<file path="src/rtl/seven_segment_reader_if.sv">
// Display bus plus decoded-frame result bundle for the seven-segment reader.
// The master drives the display pins and enable; the slave (the reader) returns the frame.
interface seven_segment_reader_if #(
    parameter int DIGITS = 4
);
    logic                  enable;
    logic [6:0]            seg_n;
    logic [DIGITS-1:0]     an_n;
    logic [4*DIGITS-1:0]   value;
    logic [DIGITS-1:0]     blank;
    logic [DIGITS-1:0]     digit_err;
    logic                  error;
    logic                  valid;

    modport master (
        output enable, seg_n, an_n,
        input  value, blank, digit_err, error, valid
    );

    modport slave (
        input  enable, seg_n, an_n,
        output value, blank, digit_err, error, valid
    );
endinterface

</file>
<file path="src/rtl/seven_segment_reader.sv">
// Recovers the hex frame shown on a multiplexed active-low seven-segment display.
// state | meaning: COLLECT = gathering stable digit captures; PRESENT = one-cycle frame publish
module seven_segment_reader #(
    parameter int DIGITS        = 4,
    parameter int STABLE_CYCLES = 4
) (
    input logic                    clk,
    input logic                    rst_n,
    seven_segment_reader_if.slave  bus
);
    localparam int RW = $clog2(STABLE_CYCLES + 1);
    localparam logic [RW-1:0] RUN_MAX = RW'(STABLE_CYCLES);

    typedef enum logic {COLLECT, PRESENT} state_t;

    state_t                state;
    logic [DIGITS-1:0]     s_an;
    logic [6:0]            s_seg;
    logic [RW-1:0]         run;
    logic [RW-1:0]         run_next;
    logic [4*DIGITS-1:0]   stg_val;
    logic [DIGITS-1:0]     stg_blank;
    logic [DIGITS-1:0]     stg_err;
    logic [DIGITS-1:0]     mask;
    logic [DIGITS-1:0]     cap_mask;
    logic                  legal;
    logic                  same;
    logic                  capture;
    logic [5:0]            dec;

    // Returns {err, blank, nibble}.
    function automatic logic [5:0] decode(input logic [6:0] p);
        case (p)
            7'b1000000: decode = 6'h00;
            7'b1111001: decode = 6'h01;
            7'b0100100: decode = 6'h02;
            7'b0110000: decode = 6'h03;
            7'b0011001: decode = 6'h04;
            7'b0010010: decode = 6'h05;
            7'b0000010: decode = 6'h06;
            7'b1111000: decode = 6'h07;
            7'b0000000: decode = 6'h08;
            7'b0011000: decode = 6'h09;
            7'b0001000: decode = 6'h0A;
            7'b0000011: decode = 6'h0B;
            7'b1000110: decode = 6'h0C;
            7'b0100001: decode = 6'h0D;
            7'b0000110: decode = 6'h0E;
            7'b0001110: decode = 6'h0F;
            7'b1111111: decode = 6'b01_0000;
            default:    decode = 6'b10_0000;
        endcase
    endfunction

    // The run length describes the sample being registered this edge, so the
    // capture lands STABLE_CYCLES-1 edges after the pattern first appears in S.
    always_comb begin
        legal    = $onehot(~bus.an_n);
        same     = ({bus.an_n, bus.seg_n} == {s_an, s_seg});
        run_next = '0;
        if (legal) begin
            if (!same)               run_next = RW'(1);
            else if (run == RUN_MAX) run_next = run;
            else                     run_next = run + RW'(1);
        end
        capture  = legal && (run_next == RUN_MAX) && (run != RUN_MAX);
        cap_mask = capture ? ~bus.an_n : '0;
        dec      = decode(bus.seg_n);
    end

    always_ff @(posedge clk or negedge rst_n) begin
        if (!rst_n) begin
            state         <= COLLECT;
            s_an          <= '1;
            s_seg         <= '1;
            run           <= '0;
            stg_val       <= '0;
            stg_blank     <= '0;
            stg_err       <= '0;
            mask          <= '0;
            bus.value     <= '0;
            bus.blank     <= '0;
            bus.digit_err <= '0;
            bus.error     <= 1'b0;
            bus.valid     <= 1'b0;
        end else if (!bus.enable) begin
            state     <= COLLECT;
            s_an      <= '1;
            s_seg     <= '1;
            run       <= '0;
            mask      <= '0;
            bus.valid <= 1'b0;
        end else begin
            s_an      <= bus.an_n;
            s_seg     <= bus.seg_n;
            run       <= run_next;
            bus.valid <= 1'b0;
            for (int k = 0; k < DIGITS; k++) begin
                if (cap_mask[k]) begin
                    stg_val[4*k +: 4] <= dec[3:0];
                    stg_blank[k]      <= dec[4];
                    stg_err[k]        <= dec[5];
                end
            end
            case (state)
                COLLECT: begin
                    if (&mask) begin
                        state         <= PRESENT;
                        bus.value     <= stg_val;
                        bus.blank     <= stg_blank;
                        bus.digit_err <= stg_err;
                        bus.error     <= |stg_err;
                        bus.valid     <= 1'b1;
                        mask          <= cap_mask;
                    end else begin
                        mask <= mask | cap_mask;
                    end
                end
                PRESENT: begin
                    state <= COLLECT;
                    mask  <= mask | cap_mask;
                end
                default: state <= COLLECT;
            endcase
        end
    end
endmodule

</file>
<file path="src/flat_wrapper.sv">
// flat-port wrapper written by rule: the top's interface ports become plain ports
module seven_segment_reader_flat 
#(
    parameter int DIGITS        = 4,
    parameter int STABLE_CYCLES = 4
)
  (clk, rst_n, bus_enable, bus_seg_n, bus_an_n, bus_value, bus_blank, bus_digit_err, bus_error, bus_valid);
  seven_segment_reader_if #(.DIGITS(DIGITS)) bus_i ();
  input logic clk;
  input logic rst_n;
  input wire logic [$bits(bus_i.enable)-1:0] bus_enable;
  input wire logic [$bits(bus_i.seg_n)-1:0] bus_seg_n;
  input wire logic [$bits(bus_i.an_n)-1:0] bus_an_n;
  output wire logic [$bits(bus_i.value)-1:0] bus_value;
  output wire logic [$bits(bus_i.blank)-1:0] bus_blank;
  output wire logic [$bits(bus_i.digit_err)-1:0] bus_digit_err;
  output wire logic [$bits(bus_i.error)-1:0] bus_error;
  output wire logic [$bits(bus_i.valid)-1:0] bus_valid;
  assign bus_i.enable = bus_enable;
  assign bus_i.seg_n = bus_seg_n;
  assign bus_i.an_n = bus_an_n;
  assign bus_value = bus_i.value;
  assign bus_blank = bus_i.blank;
  assign bus_digit_err = bus_i.digit_err;
  assign bus_error = bus_i.error;
  assign bus_valid = bus_i.valid;
  seven_segment_reader #(.DIGITS(DIGITS), .STABLE_CYCLES(STABLE_CYCLES)) u_core (.clk(clk), .rst_n(rst_n), .bus(bus_i));
endmodule
</file>
<file path="config.mk">
export PLATFORM = sky130hd
export DESIGN_NAME = seven_segment_reader_flat
export DESIGN_NICKNAME = d
export VERILOG_FILES = /design/src/rtl/seven_segment_reader_if.sv /design/src/rtl/seven_segment_reader.sv /design/src/flat_wrapper.sv
export SDC_FILE = /design/constraint.sdc
export NUM_CORES = 1
export LEC_CHECK = 0
export CAP_MARGIN = 0
export CORE_MARGIN = 5
export CORE_UTILIZATION = 62
export CTS_BUF_LIST = sky130_fd_sc_hd__clkbuf_4
export CTS_CLUSTER_SIZE = 24
export DETAILED_ROUTE_END_ITERATION = 7
export PLACE_DENSITY = 0.87
export SYNTH_ARGS = -nofsm -noshare
export SYNTH_HDL_FRONTEND = slang
export SYNTH_SLANG_ARGS = --single-unit
</file>
<file path="constraint.sdc">
create_clock -name clk -period 5.15 [get_ports clk]
set_input_delay 1.03 -clock clk [delete_from_list [all_inputs] [get_ports clk]]
set_output_delay 1.03 -clock clk [all_outputs]
set_load 0.05 [all_outputs]
</file>
==> impl_metrics.tcl, run 1 <==
set metrics [dict create \
    cp.buffers_inverters 3 \
    synth-async-reset-ratio_pct 100 \
    drt_iter0_markers 137 \
    finalClockSkew_ns 0.0155 \
    clkPwrFrac_pct 35.0 \
    nNetsFinal 316 \
    coreArea_um2 5110 \
    ant_nets 0 \
    drc_errors 0 \
    outcome "complete, no violations" \
    synth_cell_types 51 \
    die_w_um 82.4 \
    clkTransAtPathRegs_ns 0.11 \
    cts_setup_buffers 0 \
    grt_pass1_vias 2175 \
    syn_area_um2 3250 \
    dieArea_um2 6790 \
    synth_area_leaders "dfrtp_1, mux2_2, dfstp_2, xor2_1, nor3_4" \
    crit_fanout 7 \
    insertion_delay_ns 0.40 \
    initial_core_util_pct 63.6 \
    ctsRootBufferMaster "clkbuf_4" \
    critPathTopFamily "adder cells" \
    yosysWarnings 0 \
    ctsHoldBuffers 0 \
    tightest_slew_ns 1.16 \
    wl_per_cell_um 16.6 \
    synth_top_area_share_pct 43.9 \
    setup.worst_path.start_class "input port" \
    rsz0062_at_grt "false" \
    overflow 0 \
    synth-edff-count 0 \
    p_seq_share_pct 56.5 \
    maxSlewViolCount 0 \
    n_fill_cell 354 \
    slew_headroom_pct 22.3 \
    final_common_cell "dfrtp_1" \
    viasPerCell 5.68 \
    syn_inst 260 \
    io_buffers 39 \
    fin_util_pct 74.4 \
    synth-seq-cells 68 \
    fin_crit_sh_pct 73.1 \
    ys_seq_area_share_pct 52.8 \
    post_dp_cell_area_um2 3660 \
    die_h_um 82.4 \
    reg2reg_from "u_core.run[0]" \
    worstPathArrival_ns 4.06 \
    vias 2106 \
    yosysTopAreaCell "dfrtp_1" \
    cp-startpoint "bus_an_n[0]" \
    grt_max_degree 69 \
    pin_count 40 \
    critPathKind "in -> reg" \
    vdd_drop_max_v 0.000184 \
    critPathSlowestCell "clkdlybuf4s50_1" \
    drive_gt1_share_pct 25.9 \
    antenna_found_initial 0 \
    rows 26 \
    cts_buffer_depth 2 \
    drtPass1Iterations 4 \
    post_cts_resized 0 \
    holdPathStages 1 \
    cts_buffers 9 \
    cpPeakStageDelay_ns 0.58 \
    worstHoldPathType "reg -> reg" \
    r2r_cells 7 \
    hold_viol_final 0 \
    most-common-layout-cells "dfrtp_1, mux2_2, clkdlybuf4s50_1" \
    cp.depth 10 \
    finalSetupViolations 0 \
    syn-num-nets 280 \
    swShare_pct 24.5 \
    cts.htree.levels 3 \
    ys.flop_type "dfrtp_1" \
    power.internal_mw 0.729 \
    min_period_ns 3.76 \
    p_switching_mw 0.237 \
    grt_pass1_wl_mm 10.7 \
    fmax_mhz 266 \
    final_cell_area_um2 3800 \
    worstSetupEndpointType "register" \
    p_per_area_nw_per_um2 254 \
    grt_usage_pct 21.4 \
    leakagePower_nw 1.80 \
    wirelength_mm 6.16 \
    drv_cap 0 \
    cts_tree "yes" \
    cts_sinks 68 \
    place_hpwl_mm 4.22 \
    critPathRequiredTime_ns 5.45 \
    crit_chain "clkdlybuf4s50_1 > inv_1 > ha_1 > ha_1 > fa_1 > nand4bb_1 > inv_1 > nand4_4 > nor3_4 > mux2_2" \
    combPwrFrac_pct 8.5 \
    avgSynthCellArea_um2 12.5 \
    n_antenna_cell 0 \
    area_delta_synth_final_pct 16.9 \
    gp_congestion 0.845 \
    fin_setup_tns_ns 0 \
    hold_start "u_core.mask[1]" \
]
## Yosys cell counts, types with 2 or more instances
library cell  count
a21o_1            4
a21oi_1           7
and3b_1           2
buf_1             2
buf_2             3
clkbuf_1          9
dfrtp_1          57
dfstp_2          11
ha_1              5
inv_1            13
mux2_1            3
mux2_2           41
mux2i_1           5
nand2_1          12
nand2b_1          8
nand3_1           2
nand4_1           3
nand4bb_1         3
nor2_1           12
nor2b_1           3
nor3_1            4
nor3_4            4
nor3b_1           2
nor4_1            4
nor4_4            2
o21ai_0           2
o21ai_1           2
or3_1             2
xor2_1           11
## per-layer routing
metal  track usage [%]  vias to the layer above  wire, um
met2              31.7                       52      3040
met1              30.7                     1056      2840
met3              4.99                        9       207
met4              8.47                        0        72
li1                  -                      989         -
met5                 0                        -         0
## sequential cells by signal (all words and copies together), names as in the netlist
name / flops
u_core.stg_val: 16
u_core.s_an: 4
u_core.bus.error: 1
u_core.stg_err: 4
u_core.bus.blank: 4
u_core.bus.digit_err: 4
u_core.mask: 4
u_core.run: 3
u_core.s_seg: 7
u_core.stg_blank: 4
u_core.bus.value: 16
u_core.bus.valid: 1
## kinds of logic (layout without fill, tap and decap cells)
family	after synthesis	count (layout)	synth area share (%)
AO/OA/AOI/OAI	26	26	5.74
adder cells (fa/ha/maj)	6	6	2.54
buffers and inverters	28	69	3.58
AND/OR/NAND/NOR	71	71	15.3
XOR/XNOR	12	12	3.23
flip-flops	68	68	52.8
multiplexers	49	49	16.8
## worst reg2reg max path, delay by kind of cell (launching register included)
family / cells / cell delay, ns
adder cells (fa/ha/maj): 1 / 0.23
flip-flops: 1 / 0.41
AND/OR/NAND/NOR: 3 / 1.13
multiplexers: 2 / 0.48
buffers and inverters: 1 / 0.07
## power groups by stage
stage               Sequential (mW)  Combinational [mW]  Clock [mW]
floorplan                     0.555              0.0493           0
global placement              0.555              0.0792           0
detailed placement            0.555              0.0819           0
CTS                           0.545              0.0827       0.344
global route                  0.546              0.0924       0.370
finish                        0.545              0.0820       0.338
## final timing paths
path                                       end  slack (ns)
max                          u_core.stg_val[5]        1.39
min                             u_core.mask[1]        0.49
max reg2reg                  u_core.stg_val[5]        2.73
min reg2reg                     u_core.mask[1]        0.49
max in group asynchronous   u_core.stg_val[12]        3.82
min in group asynchronous  u_core.bus.value[2]        0.81
## stage by stage
step / power (mW) / worst slack, ns / hold slack [ns] / std cells
after floorplan: 0.604 / 1.93 / 0.449 / 260
after global placement: 0.634 / 1.06 / 0.463 / 355
after detailed placement: 0.637 / 0.969 / 0.467 / 355
after CTS: 0.973 / 1.40 / 0.488 / 371
after global routing: 1.01 / 1.29 / 0.489 / 371
final: 0.966 / 1.39 / 0.493 / 371
## layout make-up
class | instances | area, um^2 | share of cell area, %
multi-input combinational | 164 | 1420 | 37.3
inverter | 13 | 48.8 | 1.29
sequential | 68 | 1720 | 45.2
clock inverter | 5 | 52.6 | 1.38
timing repair buffer | 40 | 393 | 10.3
tap | 70 | 87.6 | 2.31
clock buffer | 11 | 82.6 | 2.17
(Power assumes the default switching activity.)
==> inputs of run 2 (changes only) <==
- CORE_UTILIZATION: 62 -> 57
- PLACE_DENSITY: 0.87 -> 0.8
- clock period: 5.15 -> 3.6 ns (I/O delays scaled with it)
==> run 2 against run 1 <==
Clock power is 46% higher. First-iteration DRC count decreased by 23%. Sequential power grew 43%. Largest cell class unchanged. Hold slack got worse by 0.082 ns. Register-to-register slack got worse by 1.4 ns. Total power rose by 45%. Non-clock buffer count increased by 15. Flip-flop and latch count did not move. Sequential share of layout area down 1.6 points. Core utilization shrank 3.2 points. Critical endpoint is now u_core.stg_val[11]. Final cell count up 4.6%. Clock skew grew 0.0017 ns.
==> impl_metrics.tcl, run 2 (synthesis results as in run 1) <==
set metrics [dict create \
    outcome "complete, no violations" \
    r2r_slack_ns 1.37 \
    coreArea_um2 5540 \
    critPathRequiredTime_ns 3.90 \
    clkTransAtPathRegs_ns 0.12 \
    drive_gt1_share_pct 29.7 \
    ctsHoldBuffers 0 \
    rr_endpoint "u_core.stg_val[11]" \
    ctsRootBufferMaster "clkbuf_4" \
    wl_per_cell_um 16.4 \
    p_switching_mw 0.353 \
    p_per_area_nw_per_um2 355 \
    combPwrFrac_pct 9.1 \
    reg2reg_from "u_core.run[0]" \
    worstHoldPathType "in -> async" \
    vdd_drop_max_v 0.000254 \
    cts_setup_buffers 0 \
    grt_pass1_wl_mm 11.0 \
    n_antenna_cell 0 \
    n_fill_cell 413 \
    wirelength_mm 6.37 \
    slew_headroom_pct 43.3 \
    worstPathArrival_ns 3.44 \
    dieArea_um2 7310 \
    met1_length_mm 2.97 \
    fmax_mhz 319 \
    fin_total_pwr_mw 1.40 \
    p_seq_share_pct 55.7 \
    nNetsFinal 331 \
    viasPerCell 5.57 \
    drc_errors 0 \
    maxSlewViolCount 0 \
    rsz0062_at_grt "false" \
    fin_setup_tns_ns 0 \
    cp.buffers_inverters 3 \
    crit_fanout 6 \
    place_hpwl_mm 4.50 \
    area_delta_synth_final_pct 21.3 \
    cts_sinks 68 \
    drt_iter0_markers 105 \
    finalClockSkew_ns 0.0172 \
    power.internal_mw 1.05 \
    cpPeakStageDelay_ns 0.48 \
    gp_congestion 0.918 \
    cts_tree "yes" \
    grt_pass1_vias 2228 \
    initial_core_util_pct 58.6 \
    post_cts_resized 0 \
    die_h_um 85.5 \
    finalSetupViolations 0 \
    drtPass1Iterations 4 \
    leakagePower_nw 1.88 \
    vias 2160 \
    cts_buffer_depth 2 \
    die_w_um 85.5 \
    crit_chain "clkdlybuf4s50_1 > inv_1 > ha_1 > ha_1 > fa_1 > nand4bb_1 > inv_1 > nand4_4 > nor3_4 > mux2_2" \
    top_layer "met4" \
    setup.worst_path.start_class "input port" \
    fin_util_pct 71.1 \
    min_period_ns 3.14 \
    overflow 0 \
    final_common_cell "dfrtp_1" \
    io_buffers 39 \
    antenna_found_initial 0 \
    reg_top3 "u_core.bus.value (16), u_core.stg_val (16), u_core.s_seg (7)" \
    ant_nets 0 \
    cts_buffers 9 \
    r2r_cells 7 \
    drv_cap 0 \
    insertion_delay_ns 0.41 \
    wl_met2_mm 2.99 \
    swShare_pct 25.2 \
    critPathTopFamily "adder cells" \
    hold_viol_final 0 \
    rows 27 \
    grt_usage_pct 19.3 \
    grt_max_degree 39 \
    critPathKind "in -> reg" \
    critPathSlowestCell "clkdlybuf4s50_1" \
    pin_count 40 \
    clkPwrFrac_pct 35.2 \
    wl_met3_um 316 \
    cts.htree.levels 3 \
    fin_crit_sh_pct 87.2 \
    most-common-layout-cells "dfrtp_1, mux2_2, clkdlybuf4s50_1" \
    worstSetupEndpointType "register" \
    tightest_slew_ns 0.850 \
]
[run 2: changes by cell type in the layout (fill, tap and decap cells not counted)]
cell,change
clkbuf_4,-1
inv_6,+1
buf_12,+2
clkinv_4,-1
clkinvlp_4,+2
clkinv_1,-1
buf_4,+13
[run 2: how the worst max path moves through the flow]
stage / from / end / depth (start not counted)
after floorplan: bus_an_n[0] / u_core.stg_blank[0] / 9
after global placement: bus_an_n[0] / u_core.stg_val[10] / 10
after detailed placement: bus_an_n[0] / u_core.stg_val[11] / 10
after CTS: bus_an_n[0] / u_core.stg_val[11] / 10
after global routing: bus_an_n[0] / u_core.stg_val[8] / 10
final: bus_an_n[0] / u_core.stg_val[11] / 10
[run 2: per-layer routing]
metal | track usage [%] | up-vias
met5 | 0 | -
met4 | 6.91 | 0
met3 | 5.19 | 8
met2 | 29.0 | 52
met1 | 27.0 | 1078
li1 | - | 1022
[run 2: final cells by class]
cell class | instances | area, um^2 | area share (%)
clock buffer | 10 | 75.1 | 1.90
clock inverter | 6 | 63.8 | 1.62
inverter | 13 | 48.8 | 1.24
multi-input combinational | 164 | 1420 | 36.0
sequential | 68 | 1720 | 43.5
tap | 72 | 90.1 | 2.29
timing repair buffer | 55 | 531 | 13.5
[run 2: power groups by stage]
stage | Combinational [mW] | Sequential (mW) | Clock, mW
after floorplan | 0.0706 | 0.794 | 0
after global placement | 0.125 | 0.794 | 0
after detailed placement | 0.128 | 0.794 | 0
after CTS | 0.129 | 0.780 | 0.507
after global routing | 0.144 | 0.781 | 0.551
final | 0.127 | 0.780 | 0.492
[run 2: metrics by stage]
step,hold WS (ns),instances,cell area (um^2),setup WS (ns)
6_report,0.411,388,3940,0.461
5_1_grt,0.457,388,3940,0.283
4_1_cts,0.424,388,3940,0.443
3_5_place_dp,0.467,372,3800,-0.0102
3_3_place_gp,0.459,372,3800,0.0605
2_1_floorplan,0.424,260,3250,0.689
